[src/rtl/wide_add_sequencer.sv]
// Multi-byte add/subtract sequencer feeding an external 8-bit adder one byte pair per cycle,
// least significant byte first, and returning the wide result over a valid/ready handshake.
module wide_add_sequencer #(
  parameter int NBYTES = 4
) (
  input  logic                clk,
  input  logic                rst_n,
  input  logic                in_valid,
  output logic                in_ready,
  input  logic [8*NBYTES-1:0] op_a,
  input  logic [8*NBYTES-1:0] op_b,
  input  logic                cin,
  input  logic                sub,
  output logic [7:0]          add_a,
  output logic [7:0]          add_b,
  output logic                add_cin,
  input  logic [7:0]          add_sum,
  input  logic                add_cout,
  output logic                out_valid,
  input  logic                out_ready,
  output logic [8*NBYTES-1:0] result,
  output logic                carry_out,
  output logic                overflow
);

  localparam int IDX_W = (NBYTES > 1) ? $clog2(NBYTES) : 1;
  localparam logic [IDX_W-1:0] IDX_LAST = IDX_W'(NBYTES - 1);

  localparam logic [1:0] ST_IDLE = 2'd0;
  localparam logic [1:0] ST_RUN  = 2'd1;
  localparam logic [1:0] ST_DONE = 2'd2;

  logic [1:0]             state;
  logic [IDX_W-1:0]       idx;
  logic                   carry;
  logic                   sub_q;
  logic [NBYTES-1:0][7:0] a_q;
  logic [NBYTES-1:0][7:0] b_q;
  logic [NBYTES-1:0][7:0] res_q;
  logic                   last;

  // Sign overflow: operands agree in sign but the sum's sign differs.
  function automatic logic signed_ovf(input logic a_msb, input logic b_msb, input logic s_msb);
    return (a_msb == b_msb) && (s_msb != a_msb);
  endfunction

  assign in_ready  = (state == ST_IDLE);
  assign out_valid = (state == ST_DONE);
  assign result    = res_q;
  assign last      = (idx == IDX_LAST);

  always_comb begin
    add_a   = '0;
    add_b   = '0;
    add_cin = 1'b0;
    if (state == ST_RUN) begin
      add_a   = a_q[idx];
      add_b   = sub_q ? ~b_q[idx] : b_q[idx];
      add_cin = carry;
    end
  end

  // Operand capture: pure data, only ever read while in RUN.
  always_ff @(posedge clk) begin
    if (in_valid && in_ready) begin
      a_q <= op_a;
      b_q <= op_b;
    end
  end

  always_ff @(posedge clk or negedge rst_n) begin
    if (!rst_n) begin
      state     <= ST_IDLE;
      idx       <= '0;
      carry     <= 1'b0;
      sub_q     <= 1'b0;
      res_q     <= '0;
      carry_out <= 1'b0;
      overflow  <= 1'b0;
    end else begin
      case (state)
        ST_IDLE: begin
          if (in_valid) begin
            sub_q <= sub;
            // Subtraction is A + ~B + 1, with the borrow-in cancelling the +1.
            carry <= cin ^ sub;
            idx   <= '0;
            state <= ST_RUN;
          end
        end
        ST_RUN: begin
          res_q[idx] <= add_sum;
          carry      <= add_cout;
          if (last) begin
            carry_out <= add_cout;
            overflow  <= signed_ovf(add_a[7], add_b[7], add_sum[7]);
            idx       <= '0;
            state     <= ST_DONE;
          end else begin
            idx <= idx + 1'b1;
          end
        end
        ST_DONE: begin
          if (out_ready) state <= ST_IDLE;
        end
        default: state <= ST_IDLE;
      endcase
    end
  end

endmodule
[config.mk]
export PLATFORM = sky130hd
export DESIGN_NAME = wide_add_sequencer
export DESIGN_NICKNAME = d
export VERILOG_FILES = /design/src/rtl/wide_add_sequencer.sv
export SDC_FILE = /design/constraint.sdc
export NUM_CORES = 1
export LEC_CHECK = 0
export ABC_AREA = 1
export BUFFER_PORTS_ARGS = -buffer_cell sky130_fd_sc_hd__buf_2
export CORE_MARGIN = 1
export CORE_UTILIZATION = 35
export CTS_CLUSTER_SIZE = 14
export DETAILED_ROUTE_END_ITERATION = 8
export GPL_ROUTABILITY_DRIVEN = 0
export PLACE_DENSITY = 0.69
export SKIP_LAST_GASP = 1
export SYNTH_ARGS = -nofsm -noshare
export SYNTH_HDL_FRONTEND = slang
export SYNTH_SLANG_ARGS = --single-unit
[constraint.sdc]
create_clock -name clk -period 6.8 [get_ports clk]
set_clock_uncertainty 0.1 [all_clocks]
set_input_delay 0.68 -clock clk [delete_from_list [all_inputs] [get_ports clk]]
set_output_delay 0.68 -clock clk [all_outputs]
set_load 0.01 [all_outputs]
==> results_dict.tcl, run 1 <==
set metrics [dict create \
    clkTransAtPathRegs_ns 0.07 \
    placed_cells 626 \
    synth_ff_type "edfxtp_1" \
    power_density_nw_per_um2 475 \
    period_share_pct 43.0 \
    synth.area.top_cells "edfxtp_1 (46%), dfrtp_1 (24%), nand2_1 (8.0%)" \
    hold_viol 0 \
    yosys.area.top_type "edfxtp_1" \
    synth.distinct_cells 25 \
    syn_area_um2 4210 \
    layout_common_cells "buf_2 (131), nand2_1 (90), edfxtp_1 (64)" \
    worstRegToRegCells 3 \
    first_global_vias 2965 \
    syn_nets 450 \
    stdcell_count 642 \
    slew_headroom_pct 40.1 \
    area.sequential_um2 2920 \
    ys_ff_latch 104 \
    final.fill_count 1054 \
    layout_commonest_cell "buf_2" \
    grt_max_degree 67 \
    drc 10 \
    arrival_ns 2.15 \
    tightestPinTransition_ns 0.899 \
    ant_nets 0 \
    die_h_um 112 \
    postCtsHoldBufs 0 \
    met3_usage_pct 4.74 \
    drv_cap 0 \
    overflow 0 \
    synth_area_per_cell_um2 11.5 \
    multi_input_area_um2 1090 \
    crit_start "idx[1]" \
    clock_path_buffers 2 \
    min_path_type "in -> async" \
    first_pass_iters 6 \
    grt_use_met1_pct 19.7 \
    insertion_delay_ns 0.35 \
    synthCells 367 \
    dp_hpwl_um 6330 \
    use_met2_pct 25.5 \
    wl_um 9380 \
    reg2reg_slack_ns 4.72 \
    violations "design-rule violations" \
    synth_edf_count 64 \
    crit_path_end_kind "output pin" \
    viasPerCell 4.72 \
    syn_to_final_growth_pct 24.7 \
    num_rows 39 \
    cts_tree "done" \
    critPathRequiredTime_ns 6.02 \
    cts_setup_buffers 0 \
    finalCriticalPeriod_ns 2.93 \
    async_flop_share_pct 38.5 \
    crit_fanout 19 \
    crit_type "reg -> out" \
    status "finished, violations left" \
    final_core_utilization_pct 45.4 \
    cts_max_level 3 \
    initial_utilization_pct 36.4 \
    cts-resized-gates 0 \
    seq_area_frac_synth_pct 69.4 \
    nets 577 \
    design.die.area_um2 12500 \
    yosysWarnings 0 \
    numCtsBuffers 9 \
    fin_tns_setup_ns 0 \
    rsz0062_at_grt "false" \
    maxSlewViolCount 0 \
    grt_usage_pct 16.0 \
    layout-drive-gt1-share_pct 31.9 \
    timing.rr.end "carry_out" \
    critPathCapture "add_b[7]" \
    ios 132 \
    start_kind "flop" \
    finalSetupViolations 0 \
    cts_root_buffer "clkbuf_16" \
    leakage_uw 0.00240 \
    r2r-start "idx[1]" \
    routedWlPerCell_um 14.6 \
    vdd_drop_max_mv 0.228 \
    port_buffers 131 \
    drt_iter0_drc 193 \
    top_usage_layer "met2" \
    antenna_found_initial 1 \
    grt_pass1_wl_um 15000 \
    cts.sinks 104 \
    timing.fmax_mhz 342 \
    synth_top_area_share_pct 45.6 \
    core_um2 11600 \
    vias 3028 \
    antenna_cells 0 \
    fp.dieW_um 112 \
]
-- synthesized netlist by cell type, types with 2 or more instances --
| master | instances |
|---|---|
| buf_2 | 4 |
| o21ai_0 | 46 |
| nand2_4 | 4 |
| dfrtp_1 | 40 |
| edfxtp_1 | 64 |
| nor2_1 | 33 |
| o21ai_1 | 11 |
| buf_6 | 6 |
| a21oi_1 | 14 |
| nand3_1 | 19 |
| clkbuf_1 | 2 |
| nand4_1 | 2 |
| ha_1 | 4 |
| buf_4 | 5 |
| inv_1 | 13 |
| nand2_1 | 90 |
| inv_4 | 2 |
-- layer usage --
| layer | routed length [µm] | share of wire (%) | up-vias |
|---|---|---|---|
| met4 | 170 | 1.8 | 2 |
| met5 | 12 | 0.13 | - |
| met3 | 713 | 7.6 | 15 |
| li1 | - | - | 1497 |
| met1 | 4010 | 43 | 1388 |
| met2 | 4480 | 48 | 126 |
-- cell type report --
cell class / instances / share of cell area [%]
clock buffer: 13 / 4.95
timing repair buffer: 133 / 12.8
inverter: 16 / 1.24
clock inverter: 3 / 1.24
sequential: 104 / 55.6
tap: 143 / 3.40
multi-input combinational: 230 / 20.8
-- per-stage QoR --
stage | power [µW] | area [µm²] | hold slack (ns) | setup WS [ns]
5_1_grt | 2680 | 5260 | 0.385 | 3.66
4_1_cts | 2520 | 5260 | 0.379 | 3.87
2_1_floorplan | 1650 | 4210 | 0.284 | 4.18
3_5_place_dp | 1950 | 4930 | 0.368 | 4.25
6_report | 2490 | 5260 | 0.359 | 3.87
3_3_place_gp | 1920 | 4930 | 0.361 | 4.32
-- flip-flops by register name, summed over array words and instances, names as in the netlist --
register   count
state          2
overflow       1
sub_q          1
result        32
carry_out      1
carry          1
b_q           32
a_q           32
idx            2
-- where the power goes --
| group | internal, µW | leakage, µW | switching [µW] |
|---|---|---|---|
| clock network | 342 | 0.000160 | 217 |
| logic | 328 | 0.00116 | 615 |
| registers | 893 | 0.00109 | 99.2 |
-- kinds of logic (layout without fill, tap and decap cells) --
logic type	after synthesis	in the layout	share of synthesized area, %
xor+xnor	1	1	0.208
buf+inv	33	165	4.69
mux	1	1	0.356
fa+ha+maj	4	4	1.19
compound gates	73	73	8.82
simple gates	151	151	15.4
flops	104	104	69.4
-- worst min-delay path by stage --
stage,from,endpoint,cells after the start,slack [ns]
global placement,result[4],result[4],2,0.36
floorplan,rst_n,carry,0,0.28
global route,op_a[26],a_q[26],1,0.39
CTS,rst_n,overflow,1,0.38
detailed placement,result[4],result[4],2,0.37
finish,rst_n,result[4],1,0.36
-- critical path: stages (launching register included) --
cell	delay, ns
dfrtp_1	0.87
inv_4	0.24
nand3_1	0.18
nand2_1	0.06
nand2_1	0.08
nand2_1	0.06
nor2_1	0.14
buf_2	0.16
(Power assumes the default switching activity.)
==> inputs of run 2 (changes only) <==
Settings changed: PLACE_DENSITY 0.69 to 0.72.
Clock period 6.8 ns to 2.4 ns, I/O delays scaled along.
==> run 2 against run 1 <==
The run still ends with design-rule violations left. Clock power rose to 2.6 times the previous value. Via count increased by 9.2%. Power grew to 2.8 times the previous value. Global-route usage increased by 2.0 points.
==> results_dict.tcl, run 2 (synthesized netlist as in run 1, its figures left out) <==
set metrics [dict create \
    cts_setup_buffers 0 \
    cts_max_level 3 \
    drv_cap 0 \
    start_kind "flop" \
    cts.sinks 104 \
    status "finished, violations left" \
    min_path_type "in -> reg" \
    routedWlPerCell_um 14.9 \
    placed_cells 628 \
    top_usage_layer "met2" \
    grt_use_met1_pct 20.1 \
    slew_headroom_pct 41.4 \
    nets 645 \
    design_area_um2 5920 \
    final.fill_count 1013 \
    layout_common_cells "buf_2 (131), nand2_1 (90), dlygate4sd3_1 (66)" \
    finalSetupViolations 0 \
    overflow 0 \
    stdcell_count 709 \
    dp_hpwl_um 6540 \
    design.die.area_um2 12500 \
    finalCriticalPeriod_ns 2.26 \
    grt_usage_pct 18.0 \
    timing.fmax_mhz 442 \
    core_um2 11600 \
    hold_viol 0 \
    power_density_nw_per_um2 1190 \
    clkTransAtPathRegs_ns 0.07 \
    finalWorstSetupSlack_ns 0.136 \
    drc 11 \
    tightestPinTransition_ns 0.879 \
    critPathRequiredTime_ns 2.06 \
    fp.dieW_um 112 \
    cp_common_cell "nand2_1" \
    violations "design-rule violations" \
    dp_slack_ns 0.538 \
    fin_tns_setup_ns 0 \
    clock_path_buffers 2 \
    initial_utilization_pct 36.4 \
    drt_iter0_drc 245 \
    insertion_delay_ns 0.34 \
    wl_um 10500 \
    layout-drive-gt1-share_pct 28.4 \
    vias 3307 \
    slowest_delay_ns 0.59 \
    crit_type "reg -> out" \
    placed_area_um2 4960 \
    antenna_found_initial 0 \
    grt_max_degree 67 \
    syn_to_final_growth_pct 40.5 \
    antenna_cells 0 \
    port_buffers 131 \
    die_h_um 112 \
    arrival_ns 1.92 \
    num_rows 39 \
    cts_root_buffer "clkbuf_16" \
    crit_path_end_kind "output pin" \
    ios 132 \
    ant_nets 0 \
    maxSlewViolCount 0 \
    vdd_drop_max_mv 0.629 \
    numCtsBuffers 9 \
    crit_path_cell_trace "buf_4 -> nand2_1 -> nand3_1 -> nand2_1 -> o21ai_0 -> a21oi_1 -> buf_2" \
    crit_fanout 20 \
    use_met2_pct 32.3 \
    viasPerCell 4.66 \
    rsz0062_at_grt "true" \
    leakage_uw 0.00267 \
    cts_tree "done" \
    period_share_pct 94.3 \
    first_global_vias 3518 \
    crit_path_top_delay_cell "dfrtp_1" \
    grt_pass1_wl_um 17200 \
    layout_commonest_cell "buf_2" \
    met3_usage_pct 5.06 \
    first_pass_iters 7 \
]
==> run 2: cell types whose count changed in the layout (fill, tap and decap cells not counted), sizes merged <==
cell	change
buf	+2
bufinv	-1
clkbuf	-4
clkinv	+1
clkinvlp	+2
dlygate4sd3	+66
inv	+1
==> run 2: layout make-up <==
class | count | area [µm²] | area share (%)
tap | 143 | 179 | 3.02
inverter | 16 | 71.3 | 1.21
multi-input combinational | 230 | 1090 | 18.5
sequential | 104 | 2920 | 49.4
timing repair buffer | 201 | 1360 | 23.0
clock buffer | 9 | 225 | 3.81
clock inverter | 6 | 67.6 | 1.14
==> run 2: layer usage <==
layer,up-vias,share of wire (%)
met5,-,0
met4,0,1.8
met3,15,7.4
met2,129,52
met1,1526,39
li1,1637,-
==> run 2: path summary, 6_finish.rpt <==
path,from,to,slack [ns],cells after the start
max in group asynchronous,rst_n,result[10],1.19,2
worst min-delay path,add_cout,carry,0.04,3
worst max-delay path,idx[0],add_b[2],0.14,7
worst min register to register,result[0],result[0],0.38,2
worst max register to register,idx[0],carry_out,0.53,4
min in group asynchronous,rst_n,result[2],0.46,2
==> run 2: worst max-delay path: cells and delay by family, from the launching register on <==
| kind | cells | cell delay [ns] |
|---|---|---|
| DFF | 1 | 0.59 |
| buffers and inverters | 2 | 0.49 |
| AOI/OAI and AO/OA | 2 | 0.27 |
| and+or+nand+nor | 3 | 0.22 |
==> run 2: timing repair <==
item                                    4_1_cts  5_1_grt
gates resized for setup                       0        1
hold endpoints to repair                    105        0
hold buffers                                 66        0
endpoints found under the setup margin        0        1
==> run 2: stage by stage <==
stage                     hold slack [ns]  power [µW]  util (%)
after detailed placement            0.307        5560      42.9
after global placement              0.292        5480      42.9
final                              0.0391        7040      51.2
after global routing               0.0578        7590      51.2
after CTS                          0.0287        7090      51.1
after floorplan                    -0.156        4660         -
==> run 2: power breakdown <==
part           total [µW]  switching [µW]  internal [µW]  leakage (µW)
registers            2820             293           2530       0.00109
clock network        1440             627            808      0.000140
logic                2790            1750           1040       0.00144
==> inputs of run 3 (changes only) <==
Settings changed: CORE_UTILIZATION 35 to 46, PLACE_DENSITY 0.72 to 0.87.
==> run 3 against run 2 <==
The flow still finishes with violations (design-rule violations). Setup slack got worse by 0.015 ns. First-iteration DRC count fell by 14%. Utilization rose by 14 points. Final cell count fell by 4.8%. Power fell by 4.1%. Sequential cell count did not move. Global-route usage rose by 6.6 points. Critical path type unchanged. Largest cell class unchanged.
==> results_dict.tcl, run 3 (synthesized netlist as in run 1, its figures left out) <==
set metrics [dict create \
    numCtsBuffers 9 \
    crit_type "reg -> out" \
    use_met2_pct 43.2 \
    worstRegToRegCells 4 \
    min_path_type "in -> reg" \
    worstHoldPathCells 3 \
    first_pass_iters 7 \
    power_density_nw_per_um2 1170 \
    cts_setup_buffers 0 \
    multi_input_area_um2 1090 \
    hold_path.startpoint "sub" \
    grt_pass1_wl_um 17800 \
    reg2reg_slack_ns 0.67 \
    cts_max_level 3 \
    core_um2 8810 \
    power.total_uw 6750 \
    drt_iter0_drc 210 \
    rsz0062_at_grt "false" \
    crit_path_end_kind "output pin" \
    placed_area_um2 4920 \
    vias 3517 \
    routedWlPerCell_um 16.6 \
    grt_usage_pct 24.6 \
    design_area_um2 5770 \
    slew_headroom_pct 41.0 \
    met3_usage_pct 5.47 \
    grt_max_degree 67 \
    antenna_cells 0 \
    r2r-start "state[1]" \
    dp_hpwl_um 6180 \
    syn_to_final_growth_pct 36.9 \
    fin_tns_setup_ns 0 \
    start_kind "flop" \
    layout-drive-gt1-share_pct 28.7 \
    drc 20 \
    overflow 0 \
    period_share_pct 95.0 \
    ant_nets 0 \
    viasPerCell 5.21 \
    layout_common_cells "buf_2 (131), nand2_1 (90), dlygate4sd3_1 (66)" \
    ios 132 \
    top_usage_layer "met2" \
    timing.fmax_mhz 439 \
    port_buffers 131 \
    tightestPinTransition_ns 0.885 \
    hold_viol 0 \
    final.fill_count 626 \
    timing.rr.end "b_q[7]" \
    violations "design-rule violations" \
    design.die.area_um2 9550 \
    whs_endpoint "sub_q" \
    initial_utilization_pct 47.8 \
    first_global_vias 3486 \
    finalSetupViolations 0 \
    nets 645 \
    vdd_drop_max_mv 0.571 \
    drv_cap 0 \
    layout_commonest_cell "buf_2" \
    status "finished, violations left" \
    final_core_utilization_pct 65.5 \
    cts_tree "done" \
    cts_root_buffer "clkbuf_8" \
    crit_fanout 21 \
    clock_path_buffers 2 \
    wl_um 11200 \
    critPathRequiredTime_ns 2.06 \
    fp.dieW_um 97.7 \
    cts.sinks 104 \
    arrival_ns 1.94 \
    num_rows 34 \
    area.sequential_um2 2920 \
    grt_use_met1_pct 30.0 \
    maxSlewViolCount 0 \
    clkTransAtPathRegs_ns 0.10 \
    leakage_uw 0.00262 \
    die_h_um 97.7 \
    antenna_found_initial 0 \
    insertion_delay_ns 0.36 \
    finalCriticalPeriod_ns 2.28 \
]
-- run 3: cell types whose count changed in the layout (fill, tap and decap cells not counted) --
cell | before | now
clkbuf_16 | 9 | 0
clkbuf_8 | 0 | 9
inv_6 | 3 | 6
bufinv_16 | 1 | 0
clkbuf_1 | 0 | 1
clkinv_1 | 1 | 0
clkinv_4 | 1 | 0
clkinv_8 | 0 | 1
clkinvlp_4 | 2 | 1
dfrtp_1 | 40 | 39
dfrtp_2 | 0 | 1
-- run 3: metrics by stage --
step           setup slack (ns)  hold WS [ns]  std cells
2_1_floorplan             0.221        -0.156        367
3_3_place_gp              0.621         0.291        593
3_5_place_dp              0.580         0.305        593
4_1_cts                   0.185       0.00477        675
5_1_grt                 0.00405        0.0369        675
6_report                  0.121        0.0235        675
-- run 3: report_power, final --
| part | internal (µW) | switching, µW | total [µW] |
|---|---|---|---|
| Combinational | 1040 | 1850 | 2890 |
| Clock | 406 | 639 | 1050 |
| Sequential | 2530 | 298 | 2820 |
-- run 3: cell type report --
type | count | share of cell area [%]
Timing Repair Buffer | 201 | 23.6
Inverter | 16 | 1.24
Sequential cell | 104 | 50.7
Tap cell | 108 | 2.34
Clock buffer | 10 | 2.21
Multi-Input combinational cell | 230 | 18.9
Clock inverter | 6 | 1.04
-- run 3: worst max path at each step --
stage	start	endpoint	slack (ns)	cells past startpoint
6_report	idx[0]	add_b[3]	0.12	7
5_1_grt	idx[0]	add_b[4]	0.004	7
4_1_cts	idx[0]	add_b[7]	0.18	8
3_5_place_dp	idx[0]	add_b[7]	0.58	8
3_3_place_gp	idx[0]	add_b[7]	0.62	8
2_1_floorplan	state[1]	a_q[0]	0.22	3
-- run 3: timing repair --
action | 4_1_cts | 5_1_grt
resized for setup | 0 | 2
hold endpoints to repair | 105 | 0
endpoints found under the setup margin | 0 | 7
hold buffers | 66 | 0
-- run 3: worst max-delay path: stages (launching register included) --
cell and delay (ns):
dfrtp_2 0.50, buf_4 0.24, nand2_1 0.10, nand3_1 0.09, nand2_1 0.12, o21ai_0 0.10
a21oi_1 0.24, buf_2 0.19
-- run 3: metal layers --
metal  vias to the layer above  part of all wire [%]
met3                        22                    10
li1                       1638                     -
met2                       234                    51
met4                         0                   1.9
met1                      1623                    37
met5                         -                     0
